`config.mk`:
```
export PLATFORM = sky130hd
export DESIGN_NAME = instr_fetch_unit
export DESIGN_NICKNAME = d
export VERILOG_FILES = /design/src/rtl/instr_fetch_unit_pkg.sv /design/src/rtl/instr_fetch_unit_pc_next_calc.sv /design/src/rtl/instr_fetch_unit.sv
export SDC_FILE = /design/constraint.sdc
export NUM_CORES = 1
export LEC_CHECK = 0
export ABC_AREA = 1
export CAP_MARGIN = 20
export CORE_MARGIN = 4
export CORE_UTILIZATION = 49
export CTS_BUF_LIST = sky130_fd_sc_hd__clkbuf_8
export DETAILED_ROUTE_END_ITERATION = 6
export PLACE_DENSITY_LB_ADDON = 0.3
export SYNTH_ARGS = -nofsm -noshare
export SYNTH_HDL_FRONTEND = slang
export SYNTH_SLANG_ARGS = --single-unit
export TNS_END_PERCENT = 50
```
`constraint.sdc`:
```
create_clock -name clk -period 2.2 [get_ports clk]
set_input_delay 0.33 -clock clk [delete_from_list [all_inputs] [get_ports clk]]
set_output_delay 0.33 -clock clk [all_outputs]
set_load 0.005 [all_outputs]
```
`src/rtl/instr_fetch_unit_pkg.sv`:
```
// Shared types and defaults for the instruction-fetch stage: FSM state encoding,
// default reset PC and timeout, and the width of the request wait counter.
package fetch_pkg;

  typedef enum logic [1:0] {
    BOOT  = 2'd0,
    FETCH = 2'd1,
    RETRY = 2'd2,
    HOLD  = 2'd3
  } fetch_state_e;

  localparam int DEF_RESET_PC = 0;
  localparam int DEF_TIMEOUT  = 15;
  localparam int WAIT_CNT_W   = 8;

endpackage

```
`src/rtl/instr_fetch_unit_pc_next_calc.sv`:
```
// Next-PC selection: jump beats branch, branch adds a signed word offset to pc+1.
// All arithmetic wraps modulo 2^PC_W.
module pc_next_calc
  import fetch_pkg::*;
#(
  parameter int PC_W = 8
) (
  input  logic [PC_W-1:0] pc,
  input  logic            br_take,
  input  logic [PC_W-1:0] br_offset,
  input  logic            jmp_en,
  input  logic [PC_W-1:0] jmp_target,
  output logic [PC_W-1:0] next_pc
);

  logic [PC_W-1:0] seq_pc;

  always_comb begin
    seq_pc = pc + PC_W'(1);
    if (jmp_en) begin
      next_pc = jmp_target;
    end else if (br_take) begin
      next_pc = seq_pc + br_offset;
    end else begin
      next_pc = seq_pc;
    end
  end

endmodule

```
`src/rtl/instr_fetch_unit.sv`:
```
// Instruction-fetch stage: owns the PC, runs a req/ack fetch with timeout and
// retry, and hands the fetched word to decode over a valid/ready handshake.
module instr_fetch_unit
  import fetch_pkg::*;
#(
  parameter int PC_W     = 8,
  parameter int INSTR_W  = 16,
  parameter int RESET_PC = DEF_RESET_PC,
  parameter int TIMEOUT  = DEF_TIMEOUT
) (
  input  logic               clk,
  input  logic               rst_n,
  output logic               imem_req,
  output logic [PC_W-1:0]    imem_addr,
  input  logic               imem_ack,
  input  logic [INSTR_W-1:0] imem_data,
  output logic [INSTR_W-1:0] ir,
  output logic               ir_valid,
  input  logic               ir_ready,
  output logic [PC_W-1:0]    pc,
  input  logic               br_take,
  input  logic [PC_W-1:0]    br_offset,
  input  logic               jmp_en,
  input  logic [PC_W-1:0]    jmp_target,
  output logic               fetch_err
);

  localparam logic [WAIT_CNT_W-1:0] WAIT_LAST  = WAIT_CNT_W'(TIMEOUT - 1);
  localparam logic [PC_W-1:0]       RESET_ADDR = PC_W'(RESET_PC);

  fetch_state_e          state_q, state_d;
  logic [WAIT_CNT_W-1:0] wait_cnt_q, wait_cnt_d;
  logic [PC_W-1:0]       fetch_addr_q, fetch_addr_d;
  logic [PC_W-1:0]       pc_q, pc_d;
  logic [INSTR_W-1:0]    ir_q, ir_d;
  logic [PC_W-1:0]       next_pc;

  pc_next_calc #(.PC_W(PC_W)) u_pc_next_calc (
    .pc         (pc_q),
    .br_take    (br_take),
    .br_offset  (br_offset),
    .jmp_en     (jmp_en),
    .jmp_target (jmp_target),
    .next_pc    (next_pc)
  );

  always_ff @(posedge clk or negedge rst_n) begin
    if (!rst_n) begin
      state_q      <= BOOT;
      wait_cnt_q   <= '0;
      fetch_addr_q <= RESET_ADDR;
      pc_q         <= RESET_ADDR;
      ir_q         <= '0;
    end else begin
      state_q      <= state_d;
      wait_cnt_q   <= wait_cnt_d;
      fetch_addr_q <= fetch_addr_d;
      pc_q         <= pc_d;
      ir_q         <= ir_d;
    end
  end

  // An ack in the final wait cycle takes priority over the timeout.
  always_comb begin
    state_d      = state_q;
    wait_cnt_d   = wait_cnt_q;
    fetch_addr_d = fetch_addr_q;
    pc_d         = pc_q;
    ir_d         = ir_q;
    case (state_q)
      BOOT: begin
        fetch_addr_d = RESET_ADDR;
        wait_cnt_d   = '0;
        state_d      = FETCH;
      end
      FETCH: begin
        if (imem_ack) begin
          ir_d       = imem_data;
          pc_d       = fetch_addr_q;
          wait_cnt_d = '0;
          state_d    = HOLD;
        end else if (wait_cnt_q == WAIT_LAST) begin
          wait_cnt_d = '0;
          state_d    = RETRY;
        end else begin
          wait_cnt_d = wait_cnt_q + WAIT_CNT_W'(1);
        end
      end
      RETRY: begin
        state_d = FETCH;
      end
      HOLD: begin
        if (ir_ready) begin
          fetch_addr_d = next_pc;
          state_d      = FETCH;
        end
      end
      default: begin
        state_d = BOOT;
      end
    endcase
  end

  always_comb begin
    imem_req  = (state_q == FETCH);
    fetch_err = (state_q == RETRY);
    ir_valid  = (state_q == HOLD);
    imem_addr = fetch_addr_q;
    ir        = ir_q;
    pc        = pc_q;
  end

endmodule
```
Word-level counts from Yosys, hierarchy flattened
Index checks and enable logic that the tools add are counted.

Output and inout port bits: 35. Register bits after elaboration: 42. Logic and storage cells: 32. Input port bits: 38.

Eq/ne operators: 6. Reductions and logical operators: 7. $add $sub $neg: 3. Muxes and demuxes: 11.

Operators with widths (number): $mux 8 (5); $pmux 8 s2 (2); $add 8x1->8 const B (2); $add 8x8->8 (1); $eq 8x4->1 const B (1); $mux 2 (3); $pmux 2 s3 (1); $reduce_and 2->1 (3); $eq 2x2->1 const B (2); $reduce_bool 2->1 (2); $ne 3x1->1 const B (1); $eq 2x1->1 const B (1); $logic_not 2->1 (1); $ne 2x1->1 const B (1); $reduce_or 2->1 (1).

Depth between registers and ports, before layout
Word-level depth: 6. Depth in mapped cells: 19. Gate-level depth less buffers: 19.

Cells and area by module
Synthesis repeated with hierarchy kept, for this count alone.

Cells, all modules: 317. Area, all modules: 2461.1 um2.

By module, submodules not included: instr_fetch_unit (area an instance 1823.0 um2, seq. area each 1051.0 um2, cells an instance 207, instances 1); pc_next_calc (area an instance 638.1 um2, seq. area each 0.0 um2, cells an instance 110, instances 1).

Least setup slack after synthesis
Ideal clock, no wire load.

Path kind: reg-to-reg. From: register pc_q[0] (netlist: pc[0]). To: register fetch_addr_q[7] (netlist: imem_addr[7]). Setup time: 0.116 ns. Period minus slack after synthesis: 2.026 ns. Cell stages (with the launch flop): 18. Required time: 2.084 ns. Buffers on the path: 0. Arrival time: 1.909 ns. Path slack: 0.174 ns. Cell sequence: dfrtp_1 ha_1 nand2_1 inv_1 a21o_1 nand2_1 inv_1 ha_1 nand2_1 nand2_1 nand2_1 nand2_1 nor2_1 nand3_1 nand3_1 nand2_1 nand2_1 nand2_1.

Longest elaborated chain between the ends: 6.

RTL lines: from (decl) (line instr_fetch_unit.sv:34) `logic [PC_W-1:0] pc_q, pc_d;`; from (signal assigned) (line instr_fetch_unit.sv:58) `pc_q <= pc_d;`; $add 8x1->8 (*) (line instr_fetch_unit_pc_next_calc.sv:19) `seq_pc = pc + PC_W'(1);`; $add 8x8->8 (line instr_fetch_unit_pc_next_calc.sv:23) `next_pc = seq_pc + br_offset;`; $mux 8 (*) (line instr_fetch_unit_pc_next_calc.sv:22) `end else if (br_take) begin`; $mux 8 (*) (line instr_fetch_unit_pc_next_calc.sv:20) `if (jmp_en) begin`; $mux 8 (*) (line instr_fetch_unit.sv:93) `if (ir_ready) begin`; $pmux 8 s2 (*) (line instr_fetch_unit.sv:70) `case (state_q)`; to (signal assigned) (line instr_fetch_unit.sv:57) `fetch_addr_q <= fetch_addr_d;`; to (decl) (line instr_fetch_unit.sv:33) `logic [PC_W-1:0] fetch_addr_q, fetch_addr_d;`.

Mark *: on every way between the ends. The rest lies on a longest branch, timed or not. The select of a mux whose other input is x is not followed. A chain may end at the register's enable or synchronous reset.

Worst setup path after layout
From: register pc_q[1] (netlist: pc[1]). To: register fetch_addr_q[7] (netlist: imem_addr[7]).

The elaborated chain is that of the path after synthesis.

==> impl_metrics.env <==
export IMPL_grt_max_degree=33
export IMPL_cts_tree="done"
export IMPL_seq_area_frac_synth_pct=42.3
export IMPL_floorplan_initialDensity_pct=51.6
export IMPL_drc=0
export IMPL_p_int_mw=2.72
export IMPL_synthesis_area_mm2=0.00249
export IMPL_cp_slowest_stage_delay_ns=0.40
export IMPL_cap_violations=0
export IMPL_wl_met3_um=293
export IMPL_path_max_fanout=4
export IMPL_vdd_drop_max_uv=729
export IMPL_tightest_slew_ns=0.456
export IMPL_grt_pass1_vias=2088
export IMPL_cp_slowest_cell="dfrtp_1"
export IMPL_gr_total_overflow=0
export IMPL_ys_seq_elements=42
export IMPL_drtAntennaViolNets=0
export IMPL_synthSimpleGateAreaFrac_pct=22.0
export IMPL_cts_sinks=42
export IMPL_setup_viol=0
export IMPL_io_buffers=72
export IMPL_fp_dieW_um=79.2
export IMPL_dr_pass1_iters=4
export IMPL_crit_buf_inv=3
export IMPL_r2r_start="pc[1]$_DFFE_PN0P_"
export IMPL_timing_final_ws_setup_ns=0.119
export IMPL_critPathRequiredTime_ns=2.39
export IMPL_synth_cell_types=36
export IMPL_crit_family="simple AND/OR/NAND/NOR gates"
export IMPL_max_freq_ghz=0.480
export IMPL_drive_gt1_share_pct=19.1
export IMPL_io_pins=73
export IMPL_seqCellArea_mm2=0.00105
export IMPL_slew_headroom_pct=69.6
export IMPL_fin_nets=425
export IMPL_fin_crit_sh_pct=94.6
export IMPL_reg2reg_to="imem_addr[7]$_DFFE_PN0P_"
export IMPL_multi_input_area_mm2=0.00130
export IMPL_grt_pass1_wl_um=9840
export IMPL_pwr_share_comb_pct=57.1
export IMPL_final_cells=444
export IMPL_htreeDepth=2
export IMPL_syn_num_nets=339
export IMPL_status="completed"
export IMPL_yosysWarnings=0
export IMPL_wl_per_cell_um=14.0
export IMPL_worst_endpoint_arrival_ns=2.27
export IMPL_met2_length_um=3030
export IMPL_synth_mux_area_share_pct=9.36
export IMPL_leakagePower_nw=1.69
export IMPL_fin_util_pct=73.0
export IMPL_finalClockSkew_ns=0.00341
export IMPL_numCtsBuffers=5
export IMPL_synth_top_family_by_area="simple AND/OR/NAND/NOR gates"
export IMPL_fin_crit_ns=2.08
export IMPL_synth_xor_area_share_pct=2.47
export IMPL_crit_path_end_kind="flop"
export IMPL_die_y_um=79.2
export IMPL_dp_cells=434
export IMPL_wl_met1_um=2840
export IMPL_regToRegSetupSlack_ns=0.12
export IMPL_clkLatencyLatePin_ns=0.29
export IMPL_num_rows=25
export IMPL_clockBufferDepth=2
export IMPL_die_area_mm2=0.00628
export IMPL_via_per_inst=4.95
export IMPL_syn2layout_area_growth_pct=41.4
export IMPL_core_area_mm2=0.00482
export IMPL_globalplace_congestion=0.900
export IMPL_drt_iter0_drc=112
export IMPL_routed_wl_um=6220
export IMPL_grt_usage_pct=20.1
export IMPL_dp_slack_ns=-0.00150
export IMPL_postSynthCellCount=290
export IMPL_r2r_cells=18
export IMPL_syn_avg_cell_area_um2=8.57
export IMPL_antenna_found_initial=0
export IMPL_cp_start_kind="flop"
export IMPL_num_antenna_cells=0
export IMPL_crit_chain="ha_2, nand2_2, inv_4, nand4_1, nand2_1, nand2_2, ha_4, nand2_2, inv_2, nand2_1, nor2_1, nor2_1, inv_1, nand2_1, nand3_1, nand2_1, nand2_1, nand2_1"
export IMPL_crit_top_cell="nand2_1"
export IMPL_detailed_place_hpwl_um=4800
export IMPL_root_buffer="clkbuf_8"
export IMPL_synth_compound_area_share_pct=9.51
export IMPL_p_per_area_mw_per_mm2=1230
export IMPL_critical_path_class="reg2reg"
export IMPL_p_switching_mw=1.61
export IMPL_hold_class="in2async"
export IMPL_hold_viol_final=0
export IMPL_power_frac_clock_pct=11.7
export IMPL_fin_hold_ws_ns=0.476
export IMPL_fillCellCount=384
export IMPL_switching_share_pct=37.2
export IMPL_seqPwrFrac_pct=31.2
export IMPL_synthAdderAreaFrac_pct=5.84
export IMPL_finalMaxSlewViolations=0
export IMPL_via_count=2196
export IMPL_rsz0062_at_grt="true"
export IMPL_cts_clk_slew_worst_paths_ns=0.08
export IMPL_top_layer_used="met4"
export IMPL_tns_ns=0
stage by stage:
step                instance area (um^2)  power, mW
floorplan                           2490       2.63
global placement                    3320       3.64
detailed placement                  3320       3.70
CTS                                 3430       4.22
global route                        3520       4.69
finish                              3520       4.33
state kept, by name, indices dropped and copies added (netlist names):
register	flops
imem_addr	8
wait_cnt_q	8
pc	8
state_q	2
ir	16
layout by cell type, fill, tap and decap left out, types with 5 or more instances in the layout:
cell and count:
inv_2 9, nor2_1 27, a21oi_1 10, mux2_4 14, clkbuf_8 6, nand2_1 52
dfrtp_1 42, nand3_1 14, buf_4 11, ha_1 5, inv_1 37, nand2_2 10
clkdlybuf4s50_1 71, o21ai_0 17
cell usage after synthesis (all sizes together):
cell type	count	area [um^2]
xnor2	3	26.3
clkinv	1	3.75
o211ai	2	15.0
clkbuf	2	8.75
a21o	1	7.51
o22ai	4	25.0
o41ai	1	8.76
nand3	17	95.1
or2	1	6.26
a31oi	1	6.26
mux2	16	233
nor2	33	149
o21ai	21	109
a21oi	10	50.1
a211oi	2	15.0
buf	3	27.5
fa	1	20.0
nand4	4	25.0
xor2	4	35.0
nand2	63	257
ha	10	125
dfrtp	42	1050
nor3	2	15.0
inv	46	173
cell type report:
type / count / area share, %
Clock buffer: 6 / 2.35
Clock inverter: 2 / 0.249
Inverter: 47 / 5.09
Multi-Input combinational cell: 196 / 37.0
Sequential cell: 42 / 29.9
Tap cell: 67 / 2.38
Timing Repair Buffer: 84 / 23.0
worst max path at each step:
stage	startpoint	end	slack, ns	cells after the start
after floorplan	pc[0]$_DFFE_PN0P_	imem_addr[7]$_DFFE_PN0P_	0.17	17
after global placement	br_offset[0]	imem_addr[4]$_DFFE_PN0P_	0.06	11
after detailed placement	br_offset[0]	imem_addr[4]$_DFFE_PN0P_	-0.001	11
after CTS	pc[0]$_DFFE_PN0P_	imem_addr[7]$_DFFE_PN0P_	0.003	18
after global routing	pc[0]$_DFFE_PN0P_	imem_addr[7]$_DFFE_PN0P_	-0.08	18
final	pc[1]$_DFFE_PN0P_	imem_addr[7]$_DFFE_PN0P_	0.12	18
cells by family (layout without fill, tap and decap cells):
family                     after synthesis  in the layout
AOI/OAI and AO/OA                       42             42
xor gates and xnor gates                 7              7
adders and majority gates               11             11
buffers and inverters                   52            139
DFF                                     42             42
muxes                                   16             16
and+or+nand+nor                        120            120
metal layers:
metal  track usage, %  vias up
met4             5.67        0
met2             33.1       58
met1             27.4     1030
li1                 -     1103
met5                0        -
met3             3.17        5
power groups by stage:
| stage | sequential [mW] | combinational (mW) | clock (mW) |
|---|---|---|---|
| final | 1.35 | 2.48 | 0.506 |
| after global routing | 1.40 | 2.75 | 0.546 |
| after CTS | 1.35 | 2.36 | 0.511 |
| after detailed placement | 1.36 | 2.34 | 0 |
| after global placement | 1.34 | 2.30 | 0 |
| after floorplan | 1.37 | 1.25 | 0 |
timing repair:
item                                    in CTS  in global routing
gates resized for setup                      1                 20
buffers inserted                             0                  1
endpoints found under the hold margin       15                  0
hold buffers                                 1                  0
pin swaps                                    0                 11
endpoints found under the setup margin       1                  5
No activity file was read; power rests on OpenSTA's default activity.
